===== src/rtl/axis_bridge_pkg.sv =====
// Shared definitions for the Galapagos AXI-Stream bridge egress path.
package axis_bridge_pkg;

    typedef enum logic [1:0] {
        ST_EMPTY = 2'd0,
        ST_ONE   = 2'd1,
        ST_FULL  = 2'd2
    } skid_state_e;

    localparam int PKT_CNT_W = 16;

endpackage


===== src/rtl/axis_skid_buffer.sv =====
// Two-entry skid buffer: a main register driving the output and a skid register
// that catches the single beat in flight when the registered ready drops.
module axis_skid_buffer #(
    parameter int WIDTH = 19
) (
    input  logic             i_clk,
    input  logic             i_aresetn,
    input  logic             i_in_valid,
    output logic             o_in_ready,
    input  logic [WIDTH-1:0] i_in_payload,
    output logic             o_out_valid,
    input  logic             i_out_ready,
    output logic [WIDTH-1:0] o_out_payload
);
    import axis_bridge_pkg::*;

    skid_state_e      state_reg, state_next;
    logic [WIDTH-1:0] main_reg, main_next;
    logic [WIDTH-1:0] skid_reg, skid_next;
    logic             ready_reg, ready_next;
    logic             acc, snd;

    assign acc = i_in_valid & ready_reg;
    assign snd = (state_reg != ST_EMPTY) & i_out_ready;

    always_ff @(posedge i_clk or negedge i_aresetn) begin
        if (!i_aresetn) begin
            state_reg <= ST_EMPTY;
            main_reg  <= '0;
            skid_reg  <= '0;
            ready_reg <= 1'b0;
        end else begin
            state_reg <= state_next;
            main_reg  <= main_next;
            skid_reg  <= skid_next;
            ready_reg <= ready_next;
        end
    end

    // The main register only moves when it is empty or being sent, which keeps
    // the output stable under backpressure.
    always_comb begin
        state_next = state_reg;
        main_next  = main_reg;
        skid_next  = skid_reg;
        case (state_reg)
            ST_EMPTY: begin
                if (acc) begin
                    main_next  = i_in_payload;
                    state_next = ST_ONE;
                end
            end
            ST_ONE: begin
                if (acc && snd) begin
                    main_next = i_in_payload;
                end else if (acc) begin
                    skid_next  = i_in_payload;
                    state_next = ST_FULL;
                end else if (snd) begin
                    state_next = ST_EMPTY;
                end
            end
            ST_FULL: begin
                if (snd) begin
                    main_next  = skid_reg;
                    state_next = ST_ONE;
                end
            end
            default: state_next = ST_EMPTY;
        endcase
        ready_next = (state_next != ST_FULL);
    end

    always_comb begin
        o_out_valid   = (state_reg != ST_EMPTY);
        o_out_payload = main_reg;
        o_in_ready    = ready_reg;
    end

endmodule


===== src/rtl/axi_stream_write_extended.sv =====
// AXI-Stream transmitter: skid-buffered beats with a per-packet beat limiter
// that forces TLAST, a completed-packet counter and constant TDEST/TID.
module axi_stream_write_extended #(
    parameter int BUS_WIDTH = 16,
    parameter int TDEST     = 1,
    parameter int TID       = 0,
    parameter int MAX_BEATS = 256
) (
    input  logic                   i_clk,
    input  logic                   i_aresetn,
    input  logic                   i_input_valid,
    output logic                   o_input_ready,
    input  logic [BUS_WIDTH-1:0]   i_data,
    input  logic [BUS_WIDTH/8-1:0] i_tkeep,
    input  logic                   i_tlast,
    output logic                   o_tvalid,
    input  logic                   i_tready,
    output logic [BUS_WIDTH-1:0]   o_tdata,
    output logic [BUS_WIDTH/8-1:0] o_tkeep,
    output logic                   o_tlast,
    output logic [7:0]             o_tdest,
    output logic [7:0]             o_tid,
    output logic [15:0]            o_packet_count
);
    import axis_bridge_pkg::*;

    localparam int KEEP_W = BUS_WIDTH / 8;
    localparam int PAY_W  = BUS_WIDTH + KEEP_W + 1;
    localparam int CNT_W  = $clog2(MAX_BEATS);
    localparam logic [CNT_W-1:0] LAST_IDX = CNT_W'(MAX_BEATS - 1);

    logic [CNT_W-1:0]     beat_cnt_reg, beat_cnt_next;
    logic [PKT_CNT_W-1:0] pkt_cnt_reg, pkt_cnt_next;
    logic [PAY_W-1:0]     in_payload, out_payload;
    logic                 in_ready, out_valid;
    logic                 acc, snd, stored_last;

    assign acc         = i_input_valid & in_ready;
    assign snd         = out_valid & i_tready;
    assign stored_last = i_tlast | (beat_cnt_reg == LAST_IDX);
    assign in_payload  = {i_data, i_tkeep, stored_last};

    axis_skid_buffer #(
        .WIDTH(PAY_W)
    ) u_skid (
        .i_clk        (i_clk),
        .i_aresetn    (i_aresetn),
        .i_in_valid   (i_input_valid),
        .o_in_ready   (in_ready),
        .i_in_payload (in_payload),
        .o_out_valid  (out_valid),
        .i_out_ready  (i_tready),
        .o_out_payload(out_payload)
    );

    always_comb begin
        beat_cnt_next = beat_cnt_reg;
        pkt_cnt_next  = pkt_cnt_reg;
        if (acc) begin
            beat_cnt_next = stored_last ? '0 : beat_cnt_reg + CNT_W'(1);
        end
        if (snd && out_payload[0]) begin
            pkt_cnt_next = pkt_cnt_reg + PKT_CNT_W'(1);
        end
    end

    always_ff @(posedge i_clk or negedge i_aresetn) begin
        if (!i_aresetn) begin
            beat_cnt_reg <= '0;
            pkt_cnt_reg  <= '0;
        end else begin
            beat_cnt_reg <= beat_cnt_next;
            pkt_cnt_reg  <= pkt_cnt_next;
        end
    end

    assign o_input_ready           = in_ready;
    assign o_tvalid                = out_valid;
    assign {o_tdata, o_tkeep, o_tlast} = out_payload;
    assign o_packet_count          = pkt_cnt_reg;
    assign o_tdest                 = 8'(TDEST);
    assign o_tid                   = 8'(TID);

endmodule


===== config.mk =====
export PLATFORM = sky130hd
export DESIGN_NAME = axi_stream_write_extended
export DESIGN_NICKNAME = d
export VERILOG_FILES = /design/src/rtl/axis_bridge_pkg.sv /design/src/rtl/axis_skid_buffer.sv /design/src/rtl/axi_stream_write_extended.sv
export SDC_FILE = /design/constraint.sdc
export NUM_CORES = 1
export LEC_CHECK = 0
export CELL_PAD_IN_SITES_DETAIL_PLACEMENT = 1
export CELL_PAD_IN_SITES_GLOBAL_PLACEMENT = 1
export CORE_UTILIZATION = 39
export DETAILED_ROUTE_END_ITERATION = 12
export PLACE_DENSITY = 0.78
export SETUP_SLACK_MARGIN = 0.3
export SYNTH_ARGS = -nofsm -noshare
export SYNTH_HDL_FRONTEND = slang
export SYNTH_HIERARCHICAL = 1
export SYNTH_SLANG_ARGS = --single-unit

===== constraint.sdc =====
create_clock -name i_clk -period 2.4 [get_ports i_clk]
set_input_delay 0.48 -clock i_clk [delete_from_list [all_inputs] [get_ports i_clk]]
set_output_delay 0.48 -clock i_clk [all_outputs]
set_load 0.1 [all_outputs]

# After elaboration in Yosys (flattened, before gate mapping)
# Cells that the tools add are included.
dict set report word_totals {
  out_inout_bits 53
  ff_bits 65
  in_bits 23
}
dict set report classes {
  reduce_logical 7
  bitwise 4
  addsub 2
  mux 11
  eq_ne 7
}
# operator count
set ops {}
lappend ops {{$mux 19} 3}
lappend ops {{$pmux 19 s3} 1}
lappend ops {{$add 16x1->16 const B} 1}
lappend ops {{$mux 2} 5}
lappend ops {{$add 8x1->8 const B} 1}
lappend ops {{$eq 8x8->1 const B} 1}
lappend ops {{$mux 8} 1}
lappend ops {{$pmux 2 s3} 1}
lappend ops {{$ne 2x1->1 const B} 2}
lappend ops {{$ne 2x2->1 const B} 2}
lappend ops {{$reduce_and 4->1} 1}
lappend ops {{$reduce_and 3->1} 1}
lappend ops {{$reduce_bool 3->1} 1}
lappend ops {{$and 1x1->1} 2}
lappend ops {{$eq 2x1->1 const B} 1}
lappend ops {{$eq 2x2->1 const B} 1}
lappend ops {{$logic_and 1x1->1} 2}
lappend ops {{$logic_not 2->1} 1}
lappend ops {{$reduce_bool 2->1} 1}
lappend ops {{$not 1->1} 1}
lappend ops {{$or 1x1->1} 1}

# Logic depth before layout (Yosys ltp)
# Gate-level depths: netlist of the first run.
dict set report logic_depth {
  depth_word 7
  mapped_depth 6
  mapped_depth_nobuf 6
}

# Modules after synthesis
# The synthesis of the first run kept the hierarchy.
# module cells_each seq_area_each_um2 area_per_inst_um2 instances
set by_module_without_submodules {}
lappend by_module_without_submodules {axis_skid_buffer 122 1026.0 1783.0 1}
lappend by_module_without_submodules {axi_stream_write_extended 128 600.6 1303.8 1}

# Worst setup path before layout of the first run
# Ideal clock, no wire load.
dict set report synth_path {
  kind {reg2reg}
  startpoint {register u_skid.main_reg[0] (netlist: u_skid/o_out_payload[0])}
  endpoint {register pkt_cnt_reg[13] (netlist: o_packet_count[13])}
  setup_time_ns 0.159
  slack_ns 0.274
  stages_incl_launch_ff 5
  period_less_slack_ns 2.126
  required_ns 2.241
  t_arrival_ns 1.967
  path_cell_list {dfrtp_1 nand3_1 nor4_4 nand3_1 xnor2_1}
}
dict set report synth_via {
  elab_chain_cells 1
}
# element line
set synth_rtl {}
lappend synth_rtl {{start: declaration} axis_skid_buffer.sv:18} ;# logic [WIDTH-1:0] main_reg, main_next;
lappend synth_rtl {{start signal: assignment} axis_skid_buffer.sv:34} ;# main_reg <= main_next;
lappend synth_rtl {{$logic_and 1x1->1} axi_stream_write_extended.sv:62} ;# if (snd && out_payload[0]) begin
lappend synth_rtl {{end signal: assignment} axi_stream_write_extended.sv:73} ;# pkt_cnt_reg <= pkt_cnt_next;
lappend synth_rtl {{end: declaration} axi_stream_write_extended.sv:33} ;# logic [PKT_CNT_W-1:0] pkt_cnt_reg, pkt_cnt_next;
# Every way passes these cells.
# A chain may end at the register's enable or synchronous reset.

# Worst setup path after layout of the first run
dict set report layout_path {
  startpoint {register u_skid.state_reg[1]}
  endpoint {output port o_tvalid}
}
dict set report layout_via {
  elab_chain_cells 1
}
# element line
set layout_rtl {}
lappend layout_rtl {{start: declaration} axis_skid_buffer.sv:17} ;# skid_state_e state_reg, state_next;
lappend layout_rtl {{start signal: assignment} axis_skid_buffer.sv:33} ;# state_reg <= state_next;
lappend layout_rtl {{$reduce_bool 2->1} axis_skid_buffer.sv:75} ;# o_out_valid = (state_reg != ST_EMPTY);
lappend layout_rtl {{end: declaration} axi_stream_write_extended.sv:16} ;# output logic o_tvalid,
# Every way passes these cells.

==> flow_summary.json, run 1 <==
{
  "synth_cell_type_count": 47,
  "ir_drop_mv": 1.02,
  "maxCapViolations": 0,
  "worstSetupStartpoint": "u_skid/state_reg[1]",
  "leakagePower_nw": 1.71,
  "r2r_slack_ns": 0.57,
  "yosysSeqAreaShare": 0.527,
  "clockBufferDepth": 2,
  "cp.arrival_ns": 1.39,
  "cp.depth": 2,
  "drt_iter0_markers": 87,
  "yosysMostFrequentCell": "dfrtp_1",
  "start_util": 0.402,
  "die-height_um": 91.0,
  "fmax_mhz": 536,
  "dpl.hpwl_um": 4580,
  "critPathTopFamily": "flip-flops",
  "io_buffers": 59,
  "crit_path_end": "o_tvalid",
  "route.vias.total": 2157,
  "hold_violations": 0,
  "cts_setup_buffers": 0,
  "cp.required_ns": 1.92,
  "synth_top_cell_by_area": "dfrtp_1",
  "ys_ff_latch": 65,
  "finalCritPeriodShare": 0.778,
  "cts_root_buf": "clkbuf_8",
  "gr-total-overflow": 0,
  "drc": 0,
  "r2r_end": "u_skid/o_out_payload[0]",
  "vias_per_cell": 5.11,
  "holdWs_ns": 0.136,
  "finalWorstPathRequiredPeriod_ns": 1.87,
  "yosysWarnings": 6,
  "worstReg2RegStart": "beat_cnt_reg[0]",
  "grt_max_degree": 66,
  "worstSetupPathType": "flop to primary output",
  "cp-end-kind": "primary output",
  "synthesis.area_um2": 3090,
  "yosysTopAreaCellShare": 0.527,
  "critPathMaxFanout": 8,
  "skew_ns": 0.00678,
  "syn_to_final_growth_pct": 23.9,
  "die_w_um": 91.0,
  "htree_levels": 3,
  "crit_chain": "or2_2 > buf_4",
  "drive_above_1_share": 0.297,
  "ctsResizeCount": 0,
  "async_flop_share": 1.00,
  "insertion_delay_ns": 0.34,
  "cts.sinks": 65,
  "worst-path-buf-inv": 1,
  "io_pins": 76,
  "rows": 32,
  "postRouteAntennaNets": 0,
  "track_usage": 0.173,
  "antenna_found_initial": 0,
  "num_antenna_cells": 0,
  "cts-hold-fix-buffers": 0,
  "slowest_delay_ns": 0.45,
  "synth-edff-count": 0,
  "synth_commonest_cells": "dfrtp_1, o21a_1, o32a_1",
  "drv_slew": 0,
  "dr.pass1.iters": 4,
  "core_um2": 7690,
  "grt_pass1_vias": 2263,
  "setup_tns_ns": 0,
  "grt_pass1_wl_um": 11300,
  "routedWlPerCell_um": 15.5,
  "status": "finished clean",
  "critPathLaunchType": "flop",
  "fp.dieArea_um2": 8270,
  "cp_slowest_cell": "dfrtp_1",
  "hold_path.class": "primary input to asynchronous set/reset pin",
  "setup_violations": 0,
  "rsz0062_at_grt": "false",
  "wl_um": 6560,
  "nNetsFinal": 341,
  "clk_pin_slew_worst_paths_ns": 0.07,
  "cts_made_buffers": 9,
  "power.density_nw_per_um2": 1440,
  "avgSynthCellArea_um2": 12.3,
  "cts_tree": "done",
  "synth.top_cells.by_area": "dfrtp_1, o32a_1, mux2_4, o21a_1, buf_4",
  "routabilityCongestion": 0.722,
  "rr_worst_depth": 6,
  "fillCellCount": 839,
  "synthCells": 250,
  "dominantRegCellSynth": "dfrtp_1"
}
cells by family after synthesis:
| family | count (synthesis) | share of synthesized area |
|---|---|---|
| muxes | 21 | 0.0884 |
| AOI/OAI and AO/OA | 52 | 0.137 |
| other | 2 | 0.00243 |
| and+or+nand+nor | 62 | 0.124 |
| adders and majority gates | 2 | 0.00811 |
| xor gates and xnor gates | 17 | 0.0482 |
| buffers and inverters | 29 | 0.0649 |
| DFF | 65 | 0.527 |
placed cells by master (no fill, tap or decap), types with 3 or more instances in the layout:
cell             synthesis  final
dfrtp_1                 65     64
buf_4                   17     44
clkdlybuf4s50_1          0     21
o32a_1                  19     19
o21a_1                  19     19
conb_1                   2     16
nand2_1                 15     15
clkbuf_8                 0     12
xnor2_1                 11     11
mux2_2                  10     10
mux2_4                  10     10
nand3_1                  9      9
nor2_1                   9      9
o21ai_0                  6      6
xor2_1                   6      6
inv_1                    3      3
a21oi_1                  3      3
nand4_1                  3      3
clkinv_2                 0      3
where the power goes:
part	leakage [nW]	internal (mW)	total [mW]	switching (mW)
combinational	0.826	0.769	2.84	2.07
clock	0.0980	0.449	0.864	0.415
sequential	0.789	1.49	1.79	0.305
total	1.71	2.70	5.50	2.79
area by class of cell:
| cell class | count | area, µm² | share of cell area |
|---|---|---|---|
| Clock buffer | 12 | 165 | 0.0432 |
| Clock inverter | 3 | 15.0 | 0.00393 |
| Inverter | 3 | 11.3 | 0.00294 |
| Multi-Input combinational cell | 170 | 1310 | 0.343 |
| Sequential cell | 65 | 1630 | 0.426 |
| Tap cell | 102 | 128 | 0.0334 |
| Timing Repair Buffer | 67 | 566 | 0.148 |
per-layer routing:
| layer | up-vias | share of wire | global-route usage |
|---|---|---|---|
| li1 | 1002 | - | - |
| met1 | 1090 | 0.45 | 0.223 |
| met2 | 58 | 0.49 | 0.273 |
| met3 | 7 | 0.044 | 0.0436 |
| met4 | 0 | 0.016 | 0.0833 |
| met5 | - | 0 | 0 |
worst min path at each step:
stage / from / endpoint / slack (ns) / depth (start not counted)
2_1_floorplan: i_aresetn / beat_cnt_reg[0] / 0.18 / 0
3_3_place_gp: o_packet_count[15] / o_packet_count[15] / 0.46 / 1
3_5_place_dp: o_packet_count[15] / o_packet_count[15] / 0.47 / 1
4_1_cts: i_aresetn / u_skid/skid_reg[10] / 0.16 / 2
5_1_grt: i_aresetn / u_skid/skid_reg[16] / 0.15 / 2
6_report: i_aresetn / u_skid/skid_reg[16] / 0.14 / 2
metrics by stage:
stage / util / std cells / cell area, µm² / power (mW) / setup slack (ns)
after floorplan: - / 264 / 3140 / 4.05 / 0.306
after global placement: 0.474 / 407 / 3640 / 4.61 / 0.242
after detailed placement: 0.474 / 407 / 3640 / 4.66 / 0.169
after CTS: 0.498 / 422 / 3820 / 5.54 / 0.517
after global routing: 0.498 / 422 / 3820 / 5.73 / 0.429
final: 0.498 / 422 / 3820 / 5.50 / 0.534
Power figures use the tool's default switching activity.
==> run 2: changes to the inputs <==
Settings changed: CORE_UTILIZATION 39 to 35, PLACE_DENSITY 0.78 to 0.74.
Clock period 2.4 ns to 1.66 ns, I/O delays scaled along.
==> flow_summary.json, run 2 (synthesized netlist as in run 1, its figures left out) <==
{
  "worstSetupStartpoint": "u_skid/state_reg[1]",
  "route.vias.total": 2465,
  "power.density_nw_per_um2": 1960,
  "clk_pin_slew_worst_paths_ns": 0.07,
  "syn_to_final_growth_pct": 62.3,
  "crit_path_end": "u_skid/skid_reg[17]",
  "drive_above_1_share": 0.470,
  "leakagePower_nw": 2.23,
  "vias_per_cell": 5.19,
  "status": "finished, violations left",
  "final_common_cell": "dfrtp_1",
  "cp.arrival_ns": 1.79,
  "io_pins": 76,
  "holdWs_ns": -0.0106,
  "rr_worst_depth": 5,
  "clockBufferDepth": 2,
  "hold_path.class": "primary input to asynchronous set/reset pin",
  "crit_chain": "buf_6 > and3b_1 > and2_4 > buf_12 > mux2_4",
  "place_area_um2": 4330,
  "slowest_delay_ns": 0.41,
  "die_w_um": 95.9,
  "r2r_slack_ns": 0.09,
  "drt_iter0_markers": 94,
  "grt_pass1_vias": 2704,
  "grt_max_degree": 66,
  "rows": 33,
  "skew_ns": 0.00640,
  "setup_violations": 0,
  "nNetsFinal": 390,
  "critPathMaxFanout": 8,
  "cp.required_ns": 1.89,
  "finalCritPeriodShare": 0.944,
  "die-height_um": 95.9,
  "track_usage": 0.214,
  "postRouteAntennaNets": 0,
  "fin_area_um2": 5010,
  "cts_made_buffers": 9,
  "critPathLaunchType": "flop",
  "dr.pass1.iters": 4,
  "io_buffers": 59,
  "antenna_found_initial": 0,
  "most-common-layout-cells": "dfrtp_1, buf_12, buf_4",
  "worstReg2RegStart": "u_skid/state_reg[1]",
  "violations": "hold timing",
  "fp.dieArea_um2": 9200,
  "gr-total-overflow": 0,
  "drv_slew": 0,
  "finalWorstPathRequiredPeriod_ns": 1.57,
  "cts_root_buf": "clkbuf_8",
  "cts.sinks": 65,
  "cp_slowest_cell": "dfrtp_1",
  "rsz0062_at_grt": "true",
  "htree_levels": 3,
  "fillCellCount": 822,
  "fmax_mhz": 638,
  "core_um2": 8380,
  "maxCapViolations": 0,
  "routedWlPerCell_um": 19.8,
  "start_util": 0.368,
  "grt_pass1_wl_um": 14400,
  "cts_tree": "done",
  "routabilityCongestion": 0.712,
  "ir_drop_mv": 1.21,
  "dpl.hpwl_um": 5150,
  "worstSetupPathType": "flop to flop",
  "r2r_end": "u_skid/skid_reg[17]",
  "num_antenna_cells": 0,
  "wl_um": 9410,
  "drc": 0,
  "cp-end-kind": "flop",
  "hold_violations": 12,
  "insertion_delay_ns": 0.34
}
-- run 2: cell count changes in the layout (fill, tap and decap cells not counted), moves of 10 or more --
cell / delta
dfrtp_1: -15
dfrtp_4: +12
mux2_2: -10
mux2_4: +10
buf_12: +41
buf_6: +11
-- run 2: timing repair --
action,CTS,global route
setup endpoints to repair,66,70
buffers inserted,26,12
pin swaps,9,14
hold buffers,0,0
endpoints found under the hold margin,0,0
gates resized for setup,26,18
gates cloned,1,0
-- run 2: per-stage QoR --
| stage | util | power (mW) | setup TNS (ns) | setup slack [ns] | instances |
|---|---|---|---|---|---|
| 2_1_floorplan | - | 5.98 | -0.0741 | -0.00741 | 264 |
| 3_3_place_gp | 0.517 | 7.80 | -5.71 | -0.214 | 420 |
| 3_5_place_dp | 0.517 | 7.90 | -6.53 | -0.221 | 420 |
| 4_1_cts | 0.578 | 9.59 | 0 | 0.126 | 463 |
| 5_1_grt | 0.598 | 10.1 | 0 | 0.0465 | 475 |
| 6_report | 0.598 | 9.81 | 0 | 0.0935 | 475 |
-- run 2: worst min-delay path by stage --
stage | endpoint | slack, ns | cells past startpoint
final | u_skid/o_out_payload[17] | -0.01 | 2
after global routing | u_skid/skid_reg[13] | 0.01 | 2
after CTS | u_skid/o_out_payload[3] | 0.002 | 2
after detailed placement | u_skid/o_out_payload[13] | 0.38 | 2
after global placement | u_skid/o_out_payload[13] | 0.38 | 2
after floorplan | beat_cnt_reg[0] | 0.04 | 0
-- run 2: layout make-up --
cell class | count | area, µm² | area share
Clock buffer | 16 | 170 | 0.0340
Inverter | 3 | 11.3 | 0.00225
Multi-Input combinational cell | 170 | 1510 | 0.301
Sequential cell | 65 | 1680 | 0.335
Tap cell | 105 | 131 | 0.0262
Timing Repair Buffer | 116 | 1510 | 0.302
-- run 2: metal layers --
metal | share of wire | wire, µm | GRT usage | up-vias
li1 | - | - | - | 1098
met1 | 0.39 | 3630 | 0.237 | 1287
met2 | 0.55 | 5180 | 0.385 | 64
met3 | 0.036 | 342 | 0.0577 | 16
met4 | 0.028 | 259 | 0.0883 | 0
met5 | 0 | 0 | 0 | -
-- run 2: worst max-delay path: cells and delay by family (launching register included) --
family | cells | cell delay, ns
and+or+nand+nor | 2 | 0.44
DFF | 1 | 0.41
muxes | 1 | 0.31
buffers and inverters | 2 | 0.28
-- run 2: power by group --
part | internal, mW | total [mW] | switching, mW
clock | 0.629 | 1.24 | 0.611
sequential | 2.19 | 2.81 | 0.623
combinational | 2.40 | 5.75 | 3.35
==> run 3: changes to the inputs <==
Settings changed: CAP_MARGIN set to 10, SLEW_MARGIN set to 20.
==> results of run 3 <==
Same layout as run 2: the final DEF is identical, and so are final timing and power.
